<file path="config.mk">
export PLATFORM = sky130hd
export DESIGN_NAME = oled_serial_receiver
export DESIGN_NICKNAME = d
export VERILOG_FILES = /design/src/rtl/oled_pkg.sv /design/src/rtl/byte_fifo.sv /design/src/rtl/oled_serial_receiver.sv
export SDC_FILE = /design/constraint.sdc
export NUM_CORES = 1
export LEC_CHECK = 0
export ABC_AREA = 1
export CAP_MARGIN = 15
export CORE_MARGIN = 2
export CORE_UTILIZATION = 47
export CTS_CLUSTER_DIAMETER = 200
export DETAILED_ROUTE_END_ITERATION = 10
export PLACE_DENSITY = 0.79
export SETUP_SLACK_MARGIN = 0.3
export SYNTH_ARGS = -nofsm -noshare
export SYNTH_HDL_FRONTEND = slang
export SYNTH_SLANG_ARGS = --single-unit
export TNS_END_PERCENT = 5
</file>
<file path="constraint.sdc">
create_clock -name HCLK -period 1.9 [get_ports HCLK]
set_input_delay 0.38 -clock HCLK [delete_from_list [all_inputs] [get_ports HCLK]]
set_output_delay 0.38 -clock HCLK [all_outputs]
set_load 0.005 [all_outputs]
</file>
<file path="src/rtl/oled_pkg.sv">
// Shared constants and types for the OLED serial receiver: AHB transfer encoding,
// register map offsets, register bit positions and the receive FSM state type.
package oled_pkg;

  localparam logic [1:0] HTRANS_IDLE = 2'b00;

  // Word offsets, i.e. HADDR[3:2]
  localparam logic [1:0] OFF_RXDATA  = 2'd0;
  localparam logic [1:0] OFF_STATUS  = 2'd1;
  localparam logic [1:0] OFF_CONTROL = 2'd2;

  localparam int ST_NOT_EMPTY = 0;
  localparam int ST_FULL      = 1;
  localparam int ST_OVERFLOW  = 2;
  localparam int ST_FRAME_ERR = 3;
  localparam int ST_COUNT     = 4;

  localparam int CTRL_ENABLE  = 0;
  localparam int CTRL_FLUSH   = 1;

  localparam int RX_VALID_BIT = 31;

  typedef enum logic {
    RX_IDLE,
    RX_SHIFT
  } rx_state_t;

endpackage

</file>
<file path="src/rtl/byte_fifo.sv">
// Small synchronous FIFO with flush. A push into a full FIFO is accepted when a pop
// happens in the same cycle; pointers wrap naturally, count saturates at 0..DEPTH.
module byte_fifo #(
  parameter  int WIDTH = 9,
  parameter  int DEPTH = 4,
  localparam int PTR_W = $clog2(DEPTH),
  localparam int CNT_W = PTR_W + 1
) (
  input  logic             clk,
  input  logic             rst,
  input  logic             push,
  input  logic             pop,
  input  logic             flush,
  input  logic [WIDTH-1:0] din,
  output logic [WIDTH-1:0] dout,
  output logic             full,
  output logic             empty,
  output logic [CNT_W-1:0] count
);

  logic [WIDTH-1:0] mem [DEPTH];
  logic [PTR_W-1:0] wr_ptr;
  logic [PTR_W-1:0] rd_ptr;
  logic             do_push;
  logic             do_pop;

  assign full    = (count == CNT_W'(DEPTH));
  assign empty   = (count == '0);
  assign do_pop  = pop & ~empty;
  assign do_push = push & (~full | do_pop);
  assign dout    = mem[rd_ptr];

  always_ff @(posedge clk or posedge rst) begin
    if (rst) begin
      wr_ptr <= '0;
      rd_ptr <= '0;
      count  <= '0;
    end else if (flush) begin
      wr_ptr <= '0;
      rd_ptr <= '0;
      count  <= '0;
    end else begin
      if (do_push) wr_ptr <= wr_ptr + PTR_W'(1);
      if (do_pop)  rd_ptr <= rd_ptr + PTR_W'(1);
      case ({do_push, do_pop})
        2'b10:   count <= count + CNT_W'(1);
        2'b01:   count <= count - CNT_W'(1);
        default: ;
      endcase
    end
  end

  // NOTE: storage has no reset; empty/count gate every read of stale contents.
  always_ff @(posedge clk) begin
    if (do_push && !flush) mem[wr_ptr] <= din;
  end

endmodule

</file>
<file path="src/rtl/oled_serial_receiver.sv">
// AHB-Lite slave that deserialises the 4-wire OLED stream (nCS, DnC, SCLK, SDIN) into
// DnC-tagged bytes, queues them in a FIFO and exposes RXDATA/STATUS/CONTROL registers.
module oled_serial_receiver
  import oled_pkg::*;
#(
  parameter int FIFO_DEPTH = 4,
  parameter int CNT_W      = $clog2(FIFO_DEPTH) + 1
) (
  input  logic        HCLK,
  input  logic        HRESET,
  input  logic        HSEL,
  input  logic        HREADY,
  input  logic        HWRITE,
  input  logic [31:0] HADDR,
  input  logic [31:0] HWDATA,
  input  logic [2:0]  HSIZE,
  input  logic [1:0]  HTRANS,
  output logic [31:0] HRDATA,
  output logic        HREADYOUT,
  input  logic        nCS,
  input  logic        DnC,
  input  logic        SCLK,
  input  logic        SDIN
);

  // Serial front end
  logic ncs_q, dnc_q, sclk_q, sclk_qq, sdin_q;
  logic sclk_rise;

  // AHB data phase
  logic       dp_valid;
  logic       dp_write;
  logic [1:0] dp_off;
  logic       dp_end;
  logic       rd_rx, wr_status, wr_control;

  // CSRs
  logic enable;
  logic overflow;
  logic frame_err;
  logic flush;
  logic overflow_set;

  // Receive FSM
  rx_state_t  state;
  logic [7:0] shreg;
  logic [2:0] bitcnt;
  logic       push_q;
  logic [8:0] push_data;
  logic       frame_err_set;

  // FIFO
  logic [8:0]       fifo_dout;
  logic             fifo_full;
  logic             fifo_empty;
  logic [CNT_W-1:0] fifo_count;

  logic unused_bits;

  assign HREADYOUT   = 1'b1;
  assign unused_bits = ^{HSIZE, HADDR[31:4], HADDR[1:0], HWDATA[31:4], shreg[7]};

  // NOTE: every flop is written with <= so all state updates see pre-edge values.
  always_ff @(posedge HCLK or posedge HRESET) begin
    if (HRESET) begin
      ncs_q   <= 1'b1;
      dnc_q   <= 1'b0;
      sclk_q  <= 1'b0;
      sclk_qq <= 1'b0;
      sdin_q  <= 1'b0;
    end else begin
      ncs_q   <= nCS;
      dnc_q   <= DnC;
      sclk_q  <= SCLK;
      sclk_qq <= sclk_q;
      sdin_q  <= SDIN;
    end
  end

  assign sclk_rise = sclk_q & ~sclk_qq;

  // Address phase is captured only while the bus is ready; it then becomes our data phase.
  always_ff @(posedge HCLK or posedge HRESET) begin
    if (HRESET) begin
      dp_valid <= 1'b0;
      dp_write <= 1'b0;
      dp_off   <= '0;
    end else if (HREADY) begin
      dp_valid <= HSEL & (HTRANS != HTRANS_IDLE);
      dp_write <= HWRITE;
      dp_off   <= HADDR[3:2];
    end
  end

  assign dp_end     = dp_valid & HREADY;
  assign rd_rx      = dp_end & ~dp_write & (dp_off == OFF_RXDATA);
  assign wr_status  = dp_end &  dp_write & (dp_off == OFF_STATUS);
  assign wr_control = dp_end &  dp_write & (dp_off == OFF_CONTROL);
  assign flush      = wr_control & HWDATA[CTRL_FLUSH];

  // A flushed push is simply lost; only a genuinely dropped byte raises overflow.
  assign overflow_set = push_q & fifo_full & ~(rd_rx & ~fifo_empty) & ~flush;

  always_ff @(posedge HCLK or posedge HRESET) begin
    if (HRESET) begin
      enable    <= 1'b1;
      overflow  <= 1'b0;
      frame_err <= 1'b0;
    end else begin
      if (wr_control) enable <= HWDATA[CTRL_ENABLE];

      if (overflow_set)                          overflow <= 1'b1;
      else if (wr_status && HWDATA[ST_OVERFLOW]) overflow <= 1'b0;

      if (frame_err_set)                          frame_err <= 1'b1;
      else if (wr_status && HWDATA[ST_FRAME_ERR]) frame_err <= 1'b0;
    end
  end

  // Frames may carry several bytes; bitcnt wraps 7->0 on each completed byte.
  always_ff @(posedge HCLK or posedge HRESET) begin
    if (HRESET) begin
      state         <= RX_IDLE;
      shreg         <= '0;
      bitcnt        <= '0;
      push_q        <= 1'b0;
      push_data     <= '0;
      frame_err_set <= 1'b0;
    end else begin
      push_q        <= 1'b0;
      frame_err_set <= 1'b0;
      case (state)
        RX_IDLE: begin
          bitcnt <= '0;
          if (!ncs_q && enable) state <= RX_SHIFT;
        end
        RX_SHIFT: begin
          if (ncs_q || !enable) begin
            state         <= RX_IDLE;
            bitcnt        <= '0;
            frame_err_set <= ncs_q && enable && (bitcnt != 3'd0);
          end else if (sclk_rise) begin
            shreg  <= {shreg[6:0], sdin_q};
            bitcnt <= bitcnt + 3'd1;
            if (bitcnt == 3'd7) begin
              push_q    <= 1'b1;
              push_data <= {dnc_q, shreg[6:0], sdin_q};
            end
          end
        end
        default: state <= RX_IDLE;
      endcase
    end
  end

  byte_fifo #(
    .WIDTH (9),
    .DEPTH (FIFO_DEPTH)
  ) u_fifo (
    .clk   (HCLK),
    .rst   (HRESET),
    .push  (push_q),
    .pop   (rd_rx),
    .flush (flush),
    .din   (push_data),
    .dout  (fifo_dout),
    .full  (fifo_full),
    .empty (fifo_empty),
    .count (fifo_count)
  );

  // NOTE: default assignment first so no path through the case leaves HRDATA unassigned.
  always_comb begin
    HRDATA = '0;
    if (dp_valid && !dp_write) begin
      case (dp_off)
        OFF_RXDATA: begin
          if (!fifo_empty) begin
            HRDATA[RX_VALID_BIT] = 1'b1;
            HRDATA[8:0]          = fifo_dout;
          end
        end
        OFF_STATUS: begin
          HRDATA[ST_NOT_EMPTY]        = ~fifo_empty;
          HRDATA[ST_FULL]             = fifo_full;
          HRDATA[ST_OVERFLOW]         = overflow;
          HRDATA[ST_FRAME_ERR]        = frame_err;
          HRDATA[ST_COUNT +: CNT_W]   = fifo_count;
        end
        OFF_CONTROL: HRDATA[CTRL_ENABLE] = enable;
        default: ;
      endcase
    end
  end

endmodule
</file>
==> results of run 1 <==
critical path, stage by stage, from the launching register on:
cell	delay, ns
sky130_fd_sc_hd__dfrtp_1	0.44
sky130_fd_sc_hd__inv_2	0.12
sky130_fd_sc_hd__buf_12	0.12
sky130_fd_sc_hd__buf_4	0.10
sky130_fd_sc_hd__nor2_1	0.04
sky130_fd_sc_hd__o22ai_2	0.19
sky130_fd_sc_hd__nand2_1	0.09
sky130_fd_sc_hd__a21oi_2	0.15
sky130_fd_sc_hd__buf_2	0.13
path summary, 6_finish.rpt:
kind / startpoint / endpoint / slack, ns / depth (start not counted)
max in group asynchronous: HRESET / enable / 1.24 / 3
min: HRESET / sclk_q / 0.40 / 3
min in group HCLK: sclk_q / sclk_qq / 0.42 / 0
max: u_fifo.rd_ptr[0] / HRDATA[1] / -0.21 / 8
max reg2reg: u_fifo.count[1] / u_fifo.count[2] / 0.07 / 12
min reg2reg: sclk_q / sclk_qq / 0.42 / 0
cell usage in the layout (no fill, tap or decap), types with 3 or more instances in the layout:
| cell type | instances |
|---|---|
| sky130_fd_sc_hd__nor2_4 | 13 |
| sky130_fd_sc_hd__nand3_1 | 7 |
| sky130_fd_sc_hd__nor2_1 | 30 |
| sky130_fd_sc_hd__clkdlybuf4s50_1 | 15 |
| sky130_fd_sc_hd__clkinv_4 | 3 |
| sky130_fd_sc_hd__a21oi_1 | 3 |
| sky130_fd_sc_hd__bufinv_16 | 3 |
| sky130_fd_sc_hd__inv_2 | 7 |
| sky130_fd_sc_hd__buf_12 | 7 |
| sky130_fd_sc_hd__nor2_2 | 7 |
| sky130_fd_sc_hd__dfrtp_2 | 3 |
| sky130_fd_sc_hd__o21ai_1 | 15 |
| sky130_fd_sc_hd__clkbuf_8 | 9 |
| sky130_fd_sc_hd__o21ai_0 | 15 |
| sky130_fd_sc_hd__buf_4 | 37 |
| sky130_fd_sc_hd__nand2_1 | 49 |
| sky130_fd_sc_hd__edfxtp_1 | 36 |
| sky130_fd_sc_hd__a22oi_2 | 3 |
| sky130_fd_sc_hd__nand4_1 | 4 |
| sky130_fd_sc_hd__buf_6 | 7 |
| sky130_fd_sc_hd__dfrtp_1 | 36 |
| sky130_fd_sc_hd__buf_2 | 8 |
| sky130_fd_sc_hd__ha_1 | 7 |
| sky130_fd_sc_hd__nand2_4 | 4 |
| sky130_fd_sc_hd__conb_1 | 23 |
| sky130_fd_sc_hd__inv_1 | 29 |
| sky130_fd_sc_hd__o21ai_2 | 8 |
where the power goes:
group          internal [mW]  switching (mW)  leakage, nW
clock network          0.880           0.609        0.120
registers               1.88           0.116        0.941
logic                  0.765           0.902         1.11
layer usage:
metal / vias up / routed length (um)
met3: 10 / 309
li1: 1239 / -
met2: 63 / 3890
met1: 1203 / 3000
met5: - / 0
met4: 0 / 93
repair_timing:
item,4_1_cts,5_1_grt
hold endpoints to repair,0,0
gates cloned,1,0
pin swaps,26,16
resized for setup,82,17
setup buffers,11,0
endpoints found under the setup margin,48,48
per-stage QoR:
step,instances,setup WS [ns]
after global routing,528,-0.270
after global placement,500,-0.256
after CTS,528,-0.170
after floorplan,363,0.203
after detailed placement,500,-0.310
final,528,-0.212
cell families after synthesis:
family	Yosys count	synth area share
other cells	2	0.00206
simple gates	125	0.184
buf+inv	70	0.104
mux	1	0.00309
compound gates	57	0.0946
fa+ha+maj	8	0.0295
flops	77	0.578
xor+xnor	2	0.00480
registers in the layout, summed over array words and instances (netlist names), 2 cells and up:
| register | cells |
|---|---|
| dp_off | 2 |
| u_fifo.count | 3 |
| u_fifo.wr_ptr | 2 |
| shreg | 7 |
| u_fifo.mem | 36 |
| bitcnt | 3 |
| u_fifo.rd_ptr | 2 |
| push_data | 9 |
cell type report:
class	instances	area share
clock inverters	7	0.0255
well taps	102	0.0268
inverters	39	0.0334
multi-input cells	216	0.291
repair buffers	78	0.153
flip-flops and latches	77	0.444
clock buffers	9	0.0261
==> impl_metrics.csv, run 1 <==
group,metric,value,unit
synth,synth.ff_latch_count,77,
global_routing,grt_busiest_layer,"met2",
sta,max_freq,0.473,GHz
clocking,postCtsHoldBufs,0,
setup_path,crit_path_start_kind,"flop",
global_routing,grt_util_met1,0.230,
synth,synthArstFlopShare,0.532,
synth,netlist.top_cell.by_area,"sky130_fd_sc_hd__edfxtp_1",
die,initial_core_util,0.480,
route,firstDrtPassIters,4,
place,gpl.final_weighted_congestion,0.872,
synth,syn-mean-instance-area,10.7,um^2
clocking,cts_tree,"yes",
sta,min_period,2.11,ns
clocking,skew_pair_late_insertion_delay,0.35,ns
finish,layout-area-overhead-vs-synth,30.3,%
finish,finished_cell_area,4750,um^2
finish,drive_gt1_frac,0.343,
synth,synthMostInstantiatedCell,"sky130_fd_sc_hd__nand2_1",
die,placeableCoreArea,7610,um^2
synth,synth_cell_types,44,
synth,yosys_most_used_dff,"sky130_fd_sc_hd__dfrtp_1",
pwr,leakagePower,2.17,nW
finish,nets,507,
sta,final-hold-violation-count,0,
place,hpwlAfterDp,5.00,mm
synth,yosysSeqAreaShare,0.578,
die,io-pin-count,111,
flow_run,cap_viol_max_count,0,
route,viasPerCell,4.76,
route,drtIter0Drc,150,
clocking,path_clk_slew,0.08,ns
sta,grt_setup_unrepaired,"yes",
synth,synthCells,342,
finish,num_antenna_cells,0,
clocking,root_buffer,"sky130_fd_sc_hd__clkbuf_8",
global_routing,grt_pass1_vias,2532,
place,detailed_place.area,4270,um^2
route,totalWireLength,7.29,mm
pwr,ir_worst_vdd,0.000792,V
sta,finalSetupViolCount,8,
global_routing,track_usage,0.187,
setup_path,arrival,1.73,ns
finish,multi_input_area,1380,um^2
setup_path,crit_required,1.52,ns
synth,synth_area,3650,um^2
finish,layout.area.seq,2110,um^2
outcome,status,"complete, but fails checks",
die,die_w,92.1,um
sta,post-route-worst-setup-slack,-0.212,ns
clocking,numCtsBuffers,9,
finish,postLayoutCoreUtil,0.625,
place,buffer_ports.inserted,26,
sta,whs,0.399,ns
setup_path,endpoint_kind,"primary output",
worst_hold_path,holdCritPathClass,"input pin to async pin",
sta,fin_crit_sh,1.11,
route,wl_per_cell,13.8,um
global_routing,first_pass_grt_wire_length,12.2,mm
die,chipHeight,92.1,um
global_routing,grt_antenna_before_repair,0,
setup_path,crit_fanout,7,
clocking,ctsLongestPathBuffers,2,
synth,synth-warning-count,0,
sta,post_route_setup_tns,-1.12,ns
global_routing,grt_residual_overflow,0,
die,die_area,8490,um^2
clocking,clock_sinks,77,
synth,synth_common_cells,"50 x sky130_fd_sc_hd__nand2_1, 41 x sky130_fd_sc_hd__nor2_1, 39 x sky130_fd_sc_hd__dfrtp_1, 36 x sky130_fd_sc_hd__edfxtp_1",
outcome,violations,"negative setup slack",
synth,edff_count_synth,36,
sta,number_of_max_slew_violations_in_the_final_report,0,
setup_path,timing_worst_setup_path_type,"flop to primary output",
global_routing,grt.met2_usage,0.333,
finish,fillerInstances,569,
synth,synth_top_area_frac,0.296,
route,detailroute.via_count,2515,
route,drcViolationCount,0,
global_routing,largest_net_degree_at_the_start_of_global_routing,42,
die,rows,32,
global_routing,met3_track_utilization_from_global_routing,0.0411,
route,ant_nets,0,
sta,skew,0.00952,ns
pwr,power_density,1080,nW/um^2
synth,yosys-top-cells-area,"sky130_fd_sc_hd__edfxtp_1 30%, sky130_fd_sc_hd__dfrtp_1 27%, sky130_fd_sc_hd__nand2_1 5.1%",
clocking,htreeDepth,3,
pwr,overall_power_of_the_completed_layout,5.16,mW
Power figures use the tool's default switching activity.
==> run 2, diff against run 1 <==
--- a/config.mk
+++ b/config.mk
@@ -5,13 +5,12 @@
 export SDC_FILE = /design/constraint.sdc
 export NUM_CORES = 1
 export LEC_CHECK = 0
-export ABC_AREA = 1
 export CAP_MARGIN = 15
 export CORE_MARGIN = 2
-export CORE_UTILIZATION = 47
+export CORE_UTILIZATION = 46
 export CTS_CLUSTER_DIAMETER = 200
 export DETAILED_ROUTE_END_ITERATION = 10
-export PLACE_DENSITY = 0.79
+export PLACE_DENSITY = 0.78
 export SETUP_SLACK_MARGIN = 0.3
 export SYNTH_ARGS = -nofsm -noshare
 export SYNTH_HDL_FRONTEND = slang
==> run 2 against run 1 <==
The flow still finishes with violations (negative setup slack). Worst setup slack got worse by 0.094 ns. Via count decreased by 15%. Sequential cell count did not move. Fmax shrank 4.3%. Global-route usage decreased by 2.1 points. Register-to-register slack got worse by 0.14 ns. Largest cell class unchanged. Highest routed layer unchanged.
==> impl_metrics.csv, run 2 <==
group,metric,value,unit
outcome,status,"complete, but fails checks",
outcome,violations,"negative setup slack",
route,totalWireLength,6.50,mm
route,detailroute.via_count,2143,
synth,netlist.top_cell.by_area,"sky130_fd_sc_hd__edfxtp_1",
sta,min_period,2.21,ns
synth,synthArstFlopShare,0.532,
finish,final_common_cell,"sky130_fd_sc_hd__dfrtp_1",
finish,postLayoutCoreUtil,0.602,
pwr,power_density,769,nW/um^2
pwr,p_int,2.63,mW
finish,finalNonFillerCells,420,
setup_path,crit_required,1.52,ns
route,firstDrtPassIters,4,
finish,largest-register,"u_fifo.mem",
sta,grt_setup_unrepaired,"yes",
sta,fin_crit_sh,1.16,
finish,layout-area-overhead-vs-synth,25.3,%
setup_path,endpoint_kind,"primary output",
setup_path,arrival,1.83,ns
clocking,root_buffer,"sky130_fd_sc_hd__clkbuf_8",
clocking,cts_tree,"yes",
die,die_w,91.5,um
flow_run,cap_viol_max_count,0,
setup_path,timing_worst_setup_path_type,"flop to primary output",
setup_path,timing.critical_path.depth,6,
pwr,p_comb_frac,0.104,
synth,synth_common_cells,"39 x sky130_fd_sc_hd__dfrtp_1, 36 x sky130_fd_sc_hd__edfxtp_1, 24 x sky130_fd_sc_hd__buf_4, 18 x sky130_fd_sc_hd__nor2_1, 16 x sky130_fd_sc_hd__mux2_1",
synth,synth_area,3520,um^2
die,chipHeight,91.5,um
pwr,switching_share,0.225,
route,drtIter0Drc,119,
synth,syn-mean-instance-area,13.9,um^2
sta,final-hold-violation-count,0,
clocking,skew_pair_late_insertion_delay,0.34,ns
finish,finished_cell_area,4410,um^2
sta,finalSetupViolCount,47,
setup_path,cpPeakStageDelay,0.50,ns
finish,final_cell_mix,"39 x sky130_fd_sc_hd__dfrtp_1, 36 x sky130_fd_sc_hd__edfxtp_1, 29 x sky130_fd_sc_hd__buf_4",
sta,skew,0.0105,ns
synth,synth-warning-count,0,
setup_path,critical_path.slowest_cell,"sky130_fd_sc_hd__mux4_2",
synth,synth.ff_latch_count,77,
clocking,numCtsBuffers,9,
die,die_area,8380,um^2
finish,fillerInstances,562,
place,dpl.cell_count,395,
setup_path,crit_fanout,7,
setup_path,critical_path.startpoint,"u_fifo.rd_ptr[0]",
sta,number_of_max_slew_violations_in_the_final_report,0,
clocking,clock_sinks,77,
die,placeableCoreArea,7330,um^2
synth,yosys_most_used_dff,"sky130_fd_sc_hd__dfrtp_1",
clocking,htreeDepth,3,
synth,yosys-top-cells-area,"sky130_fd_sc_hd__edfxtp_1 31%, sky130_fd_sc_hd__dfrtp_1 28%, sky130_fd_sc_hd__mux4_2 5.8%",
pwr,power.net_switching,0.762,mW
finish,biggestRegsByFlops,"u_fifo.mem: 36 flops, push_data: 9 flops, shreg: 7 flops",
finish,num_antenna_cells,0,
synth,synthCells,253,
route,viasPerCell,5.10,
clocking,postCtsHoldBufs,0,
route,ant_nets,0,
clocking,ctsLongestPathBuffers,2,
place,detailed_place.area,4050,um^2
global_routing,first_pass_grt_wire_length,10.7,mm
finish,largest_register_ff_count,36,
setup_path,reg2reg_depth,8,
finish,nets,402,
die,io-pin-count,111,
sta,max_freq,0.453,GHz
global_routing,grt_residual_overflow,0,
die,initial_core_util,0.481,
place,buffer_ports.inserted,26,
pwr,share_seq_of_total_power,0.532,
global_routing,track_usage,0.167,
pwr,ir_worst_vdd,0.000366,V
finish,drive_gt1_frac,0.364,
die,rows,31,
synth,yosysSeqAreaShare,0.599,
place,gpl.final_weighted_congestion,0.877,
synth,synthMostInstantiatedCell,"sky130_fd_sc_hd__dfrtp_1",
global_routing,grt_pass1_vias,2163,
worst_hold_path,worst_hold_path.num_cells,0,
setup_path,critical_path.cell_chain,"buf_12 -> buf_6 -> mux4_2 -> mux2i_1 -> nor2_1 -> buf_2",
global_routing,grt_antenna_before_repair,0,
route,drcViolationCount,0,
pwr,clock_power_share,0.364,
clocking,path_clk_slew,0.08,ns
worst_hold_path,holdCritPathClass,"flop to flop",
pwr,leakagePower,1.91,nW
global_routing,largest_net_degree_at_the_start_of_global_routing,42,
sta,post-route-worst-setup-slack,-0.306,ns
setup_path,crit_path_start_kind,"flop",
place,hpwlAfterDp,4.49,mm
synth,synth_cell_types,50,
route,wl_per_cell,15.5,um
synth,synth_top_area_frac,0.307,
setup_path,critical-path-top-delay-family,"multiplexers",
worst_hold_path,hold_path.startpoint,"sclk_q",
setup_path,startpoint_of_the_worst_slack_reg_to_reg_timing_path,"dp_write",
sta,whs,0.384,ns
sta,post_route_setup_tns,-4.65,ns
synth,edff_count_synth,36,
setup_path,timing.critical_path.buf_inv,3,
==> run 2: cell count changes in the layout (fill, tap and decap cells not counted), sizes merged, moves of 11 or more <==
cell,change
nor2,-33
mux2,+19
nand2,-47
inv,-29
buf,-11
o21ai,-33
==> run 2: worst register-to-register path: cells and delay by family (launching register included) <==
kind | cells | cell delay, ns
AND/OR/NAND/NOR | 3 | 0.45
adder cells (fa/ha/maj) | 1 | 0.46
flip-flops | 1 | 0.43
buffers and inverters | 1 | 0.15
AO/OA/AOI/OAI | 3 | 0.38
==> run 2: through the flow <==
stage	power (mW)	setup slack, ns
CTS	3.40	-0.335
finish	3.39	-0.306
detailed placement	2.12	-0.344
global placement	2.11	-0.362
floorplan	2.03	0.0121
global route	3.51	-0.371
==> run 2: area by class of cell <==
type	instances	area (um^2)	share of cell area
inverters	9	33.8	0.00765
repair buffers	64	553	0.125
well taps	99	124	0.0281
clock buffers	11	141	0.0320
multi-input cells	155	1390	0.316
flip-flops and latches	77	2110	0.478
clock inverters	5	58.8	0.0133
==> run 2: logic make-up (layout without fill, tap and decap cells) <==
kind of cell | after synthesis | in the layout | share of synthesized area
AO/OA/AOI/OAI | 28 | 28 | 0.0604
XOR/XNOR | 4 | 4 | 0.00994
adder cells (fa/ha/maj) | 8 | 8 | 0.0305
buffers and inverters | 42 | 89 | 0.0739
flip-flops | 77 | 77 | 0.599
multiplexers | 32 | 32 | 0.130
other | 2 | 23 | 0.00213
AND/OR/NAND/NOR | 60 | 60 | 0.0945
==> run 2: final timing paths <==
kind / endpoint / slack [ns]
worst min register to register: sclk_qq / 0.38
min in group asynchronous: dp_off[1] / 0.39
max in group asynchronous: ncs_q / 1.25
worst max-delay path: HRDATA[1] / -0.31
worst min-delay path: sclk_qq / 0.38
worst max register to register: u_fifo.count[1] / -0.07
==> run 2: timing repair <==
item	4_1_cts	5_1_grt
setup buffers	9	0
pin swaps	22	21
gates resized for setup	52	26
gates cloned	0	0
setup endpoints to repair	63	70
==> run 2: layer usage <==
layer  wire [um]  up-vias  global-route usage
met1        2660     1098               0.203
met5           0        -                   0
met3         294        7              0.0440
li1            -      992                   -
met4          84        0              0.0593
met2        3470       46               0.285
==> run 2: power by group through the flow <==
stage | Sequential, mW | Combinational, mW | Clock, mW
3_3_place_gp | 1.84 | 0.277 | 0
3_5_place_dp | 1.84 | 0.282 | 0
5_1_grt | 1.81 | 0.382 | 1.32
4_1_cts | 1.80 | 0.339 | 1.26
2_1_floorplan | 1.83 | 0.198 | 0
6_report | 1.81 | 0.353 | 1.23
